==> src/rtl/dmem_io_ctrl.sv <==
// Data memory plus memory-mapped IO (seven-seg, LEDs, debounced switches, latched pushbutton)
// for the 16-bit MIPS load/store stage, with a req/ack handshake and a registered 1-cycle read.
module dmem_io_ctrl #(
  parameter int DATA_W   = 16,
  parameter int ADDR_W   = 16,
  parameter int DEPTH    = 128,
  parameter int LED_W    = 8,
  parameter int SW_W     = 2,
  parameter int DEBOUNCE = 4
) (
  input  logic              clock,
  input  logic              reset,
  input  logic              req_i,
  input  logic              we_i,
  input  logic [ADDR_W-1:0] addr_i,
  input  logic [DATA_W-1:0] wdata_i,
  output logic [DATA_W-1:0] rdata_o,
  output logic              ack_o,
  output logic [6:0]        io_display_o,
  output logic [LED_W-1:0]  io_led_o,
  input  logic [SW_W-1:0]   io_sw_i,
  input  logic              io_pb_i
);
  localparam int AW = $clog2(DEPTH);
  localparam int CW = (DEBOUNCE > 1) ? $clog2(DEBOUNCE) : 1;
  localparam logic [CW-1:0] CNT_LAST = CW'(DEBOUNCE - 1);

  logic [DATA_W-1:0] mem [DEPTH];
  logic [DATA_W-1:0] rdata_q, rdata_d, readVal;
  logic              ack_q;
  logic [6:0]        display_q;
  logic [LED_W-1:0]  led_q;
  logic [SW_W-1:0]   swSync1_q, swSync2_q, swDeb_q, swDeb_d;
  logic [CW-1:0]     swCnt_q, swCnt_d;
  logic              pbSync1_q, pbSync2_q, pbDeb_q, pbDeb_d;
  logic [CW-1:0]     pbCnt_q, pbCnt_d;
  logic              pbPending_q, pbPending_d;
  logic [7:0]        pressCnt_q, pressCnt_d;
  logic              accept, isMem, isIo, wrAccept;
  logic              wrDisplay, wrLed, wrPbClear, pbRise;
  logic [AW-1:0]     wordIdx;
  logic              unusedAddrBit0;

  assign unusedAddrBit0 = addr_i[0];

  // IO registers live in the top 8 bytes; addr[2:1] picks display/LED/PB/switches
  assign accept    = req_i & ~reset;
  assign wrAccept  = accept & we_i;
  assign isMem     = (addr_i[ADDR_W-1:AW+1] == '0);
  assign isIo      = &addr_i[ADDR_W-1:3];
  assign wordIdx   = addr_i[AW:1];
  assign wrDisplay = wrAccept & isIo & (addr_i[2:1] == 2'd0);
  assign wrLed     = wrAccept & isIo & (addr_i[2:1] == 2'd1);
  assign wrPbClear = wrAccept & isIo & (addr_i[2:1] == 2'd2) & wdata_i[0];

  always_comb begin
    readVal = '0;
    if (isMem) begin
      readVal = mem[wordIdx];
    end else if (isIo) begin
      case (addr_i[2:1])
        2'd0: readVal[6:0] = display_q;
        2'd1: readVal[LED_W-1:0] = led_q;
        2'd2: begin
          readVal[15:8] = pressCnt_q;
          readVal[1]    = pbDeb_q;
          readVal[0]    = pbPending_q;
        end
        2'd3: readVal[SW_W-1:0] = swDeb_q;
      endcase
    end
    rdata_d = (accept && !we_i) ? readVal : '0;
  end

  // Counter only advances while the synchronised value disagrees; any return resets it
  always_comb begin
    swDeb_d = swDeb_q;
    swCnt_d = '0;
    if (swSync2_q != swDeb_q) begin
      if (swCnt_q == CNT_LAST) swDeb_d = swSync2_q;
      else                     swCnt_d = swCnt_q + 1'b1;
    end
    pbDeb_d = pbDeb_q;
    pbCnt_d = '0;
    if (pbSync2_q != pbDeb_q) begin
      if (pbCnt_q == CNT_LAST) pbDeb_d = pbSync2_q;
      else                     pbCnt_d = pbCnt_q + 1'b1;
    end
  end

  // A new press wins over a simultaneous clear so no press is lost
  always_comb begin
    pbRise      = pbDeb_d & ~pbDeb_q;
    pbPending_d = pbPending_q;
    if (wrPbClear) pbPending_d = 1'b0;
    if (pbRise)    pbPending_d = 1'b1;
    pressCnt_d  = pressCnt_q + {7'd0, pbRise};
  end

  always_ff @(posedge clock) begin
    if (reset) begin
      rdata_q     <= '0;
      ack_q       <= 1'b0;
      display_q   <= '0;
      led_q       <= '0;
      swSync1_q   <= '0;
      swSync2_q   <= '0;
      swDeb_q     <= '0;
      swCnt_q     <= '0;
      pbSync1_q   <= 1'b0;
      pbSync2_q   <= 1'b0;
      pbDeb_q     <= 1'b0;
      pbCnt_q     <= '0;
      pbPending_q <= 1'b0;
      pressCnt_q  <= '0;
    end else begin
      rdata_q     <= rdata_d;
      ack_q       <= req_i;
      if (wrDisplay) display_q <= wdata_i[6:0];
      if (wrLed)     led_q     <= wdata_i[LED_W-1:0];
      swSync1_q   <= io_sw_i;
      swSync2_q   <= swSync1_q;
      swDeb_q     <= swDeb_d;
      swCnt_q     <= swCnt_d;
      pbSync1_q   <= io_pb_i;
      pbSync2_q   <= pbSync1_q;
      pbDeb_q     <= pbDeb_d;
      pbCnt_q     <= pbCnt_d;
      pbPending_q <= pbPending_d;
      pressCnt_q  <= pressCnt_d;
    end
  end

  always_ff @(posedge clock) begin
    if (wrAccept && isMem) mem[wordIdx] <= wdata_i;
  end

  assign rdata_o      = rdata_q;
  assign ack_o        = ack_q;
  assign io_display_o = display_q;
  assign io_led_o     = led_q;

endmodule

==> config.mk <==
export PLATFORM = sky130hd
export DESIGN_NAME = dmem_io_ctrl
export DESIGN_NICKNAME = d
export VERILOG_FILES = /design/src/rtl/dmem_io_ctrl.sv
export SDC_FILE = /design/constraint.sdc
export NUM_CORES = 2
export LEC_CHECK = 0
export BUFFER_PORTS_ARGS = -buffer_cell sky130_fd_sc_hd__buf_4
export CORE_MARGIN = 8
export CORE_UTILIZATION = 38
export DETAILED_ROUTE_END_ITERATION = 10
export GPL_ROUTABILITY_DRIVEN = 0
export HOLD_SLACK_MARGIN = 0.06
export SYNTH_ARGS = -nofsm -noshare
export SYNTH_HDL_FRONTEND = slang
export SYNTH_SLANG_ARGS = --single-unit
export TNS_END_PERCENT = 100
==> constraint.sdc <==
create_clock -name clock -period 6.8 [get_ports clock]
set_clock_uncertainty 0.05 [all_clocks]
set_input_delay 0.68 -clock clock [delete_from_list [all_inputs] [get_ports clock]]
set_output_delay 0.68 -clock clock [all_outputs]
set_load 0.03 [all_outputs]
==> impl_metrics.json <==
{
  "yosys.area.top_type": "edfxtp_1",
  "grt_pass1_vias": 42240,
  "hold_viol_final": 0,
  "firstDrtPassIters": 6,
  "slew_violations": 0,
  "synth_edf_count": 2048,
  "p_leak_nw": 29.01,
  "finalNetCount": 4603,
  "synth_nets": 4403,
  "cts_made_buffers": 205,
  "ys_seq_area_share_pct": 76.67,
  "outcome": "finished, final reports clean",
  "seqPwrFrac_pct": 52.7,
  "htreeDepth": 4,
  "io_buffers": 69,
  "pin_count": 71,
  "overflow": 0,
  "rows": 170,
  "drt_wl_total_mm": 227.7,
  "setup_tns_ns": 0,
  "synthArstFlopShare_pct": 0,
  "wl_met2_mm": 107.3,
  "yosysMostFrequentCell": "edfxtp_1",
  "placed_area_um2": 86070,
  "route.met3.wl_mm": 18.13,
  "power_density_nw_per_um2": 290.3,
  "layout-drive-gt1-share_pct": 18.63,
  "drtIter0Drc": 5236,
  "cp_max_fo": 72,
  "drcViolationCount": 0,
  "synthCells": 4360,
  "switching_share_pct": 21.43,
  "cts_buffer_depth": 3,
  "synth_ff_type": "edfxtp_1",
  "period_needed_ns": 3.994,
  "p_clk_share_pct": 42.7,
  "cap_violations": 0,
  "fin_area_um2": 92930,
  "synthesis.area_um2": 81620,
  "tightest_slew_ns": 1.335,
  "start_kind": "input pin",
  "critPathCaptureType": "flop",
  "ys_ff_latch": 2102,
  "critical_path_class": "in -> reg",
  "slew_headroom_pct": 10.75,
  "die_w_um": 479.5,
  "num_vias": 43600,
  "drtAntennaViolNets": 0,
  "fillers": 18620,
  "hp-class": "in -> reg",
  "yosysWarningCount": 0,
  "syn2layout_area_growth_pct": 13.85,
  "grt_max_degree": 123,
  "initial_core_util_pct": 38.15,
  "ir_drop_v": 0.0002275,
  "top_layer": "met5",
  "netSwitchingPower_mw": 5.781,
  "setup_viol": 0,
  "worst_hold_slack_ns": 0.1544,
  "required_ns": 7.42,
  "antenna_found_initial": 13,
  "wl_met1_mm": 93.37,
  "rsz0062_at_grt": "no",
  "cts_tree": "done",
  "synth_area_per_cell_um2": 18.72,
  "cts_root_buf": "clkbuf_16",
  "synth_cell_types": 52,
  "routedWlPerCell_um": 30.03,
  "combPwrFrac_pct": 4.7,
  "die-area_um2": 229900,
  "fmax_mhz": 250.4,
  "cts.sinks": 2102,
  "grt_usage_pct": 19.27,
  "clk_latency_ns": 0.85,
  "place_hpwl_mm": 132.0,
  "viasPerCell": 5.750,
  "grt_pass1_wl_mm": 322.0,
  "finalCritPeriodShare_pct": 58.74,
  "die_h_um": 479.5,
  "synth.area.top_cells": "edfxtp_1, mux4_2, mux2i_1",
  "synthTopCellsByCount": "edfxtp_1, mux2i_1, mux4_2, o22ai_1",
  "arrival_ns": 4.61,
  "power.internal_mw": 21.20,
  "core_region_area_um2": 214000,
  "cts.clk_slew.worst_paths_ns": 0.06,
  "synth_top_area_share_pct": 75.34
}
==> timing repair <==
item	CTS	global route
setup buffers	0	0
gates resized for setup	0	0
hold buffers	4	0
hold endpoints to repair	4	0
==> worst max-delay path, cell delays in order <==
cell	delay, ns
buf_8	0.55
buf_4	0.51
buf_4	0.35
mux2i_1	0.23
o2bb2ai_1	0.08
o22ai_1	0.26
a41oi_1	0.56
nor4_1	0.96
o21ai_0	0.19
==> sequential cells by signal, summed over array words and instances, names as in the netlist <==
signal,cells
pbCnt_q,2
swCnt_q,2
pbPending_q,1
rdata_o,16
swSync1_q,2
swDeb_q,2
io_led_o,8
io_display_o,7
mem,2048
pbDeb_q,1
pbSync1_q,1
pbSync2_q,1
pressCnt_q,8
swSync2_q,2
ack_o,1
==> cells in the final DEF, fill, tap and decap left out, types with 23 or more instances in the layout <==
cell type,n
edfxtp_1,2048
buf_4,285
mux2i_1,272
mux4_2,258
o22ai_1,258
a21oi_1,256
o2bb2ai_1,256
clkbuf_16,211
nand3_1,187
nor2_1,158
nand3b_1,84
a41oi_1,60
dfxtp_1,54
clkinv_1,51
clkbuf_1,42
nand2_1,34
clkinv_2,33
bufinv_16,23
==> layer usage <==
metal,GRT usage (%),vias to the layer above
met5,0,-
met2,30.58,1831
li1,-,18490
met1,26.55,22900
met4,7.021,2
met3,3.760,383
==> area by class of cell <==
type	instances	area [um2]	area share (%)
clock buffer	261	5539	5.961
timing repair buffer	306	2496	2.686
inverter	4	22.52	0.02424
multi-input combinational	1941	17460	18.78
antenna	5	12.51	0.01346
sequential	2102	62580	67.34
tap	2838	3551	3.821
clock inverter	125	1270	1.367
==> stage by stage <==
stage,worst slack [ns],std cells,util [%],power [mW]
after floorplan,3.584,4360,-,15.13
after global placement,2.049,7187,40.22,15.72
after detailed placement,2.027,7187,40.22,15.74
after CTS,2.939,7577,43.42,27.14
after global routing,2.797,7579,43.42,27.69
final,2.806,7582,43.43,26.98
==> worst paths after layout <==
kind                start     endpoint  slack, ns  depth (start not counted)
max reg2reg  mem[127][15]  rdata_o[15]       3.70                          5
max             addr_i[1]  rdata_o[15]       2.81                          9
min reg2reg    swCnt_q[0]   swCnt_q[0]       0.37                          1
min                  we_i   rdata_o[8]       0.15                          3
==> cells by family (layout without fill, tap and decap cells) <==
| kind of cell | Yosys count | count (layout) | synth area share (%) |
|---|---|---|---|
| compound gates | 853 | 853 | 7.126 |
| xor+xnor | 9 | 9 | 0.09658 |
| fa+ha+maj | 4 | 4 | 0.06132 |
| buf+inv | 317 | 696 | 1.996 |
| flops | 2102 | 2102 | 76.67 |
| mux | 534 | 534 | 10.51 |
| other cells | 0 | 5 | 0 |
| simple gates | 541 | 541 | 3.542 |
==> power groups by stage <==
stage | combinational [mW] | sequential, mW | clock [mW]
final | 1.26 | 14.2 | 11.5
after floorplan | 0.645 | 14.5 | 0
after global routing | 1.32 | 14.2 | 12.2
after global placement | 1.24 | 14.5 | 0
after CTS | 1.26 | 14.2 | 11.7
after detailed placement | 1.26 | 14.5 | 0
No activity file was read; power rests on OpenSTA's default activity.
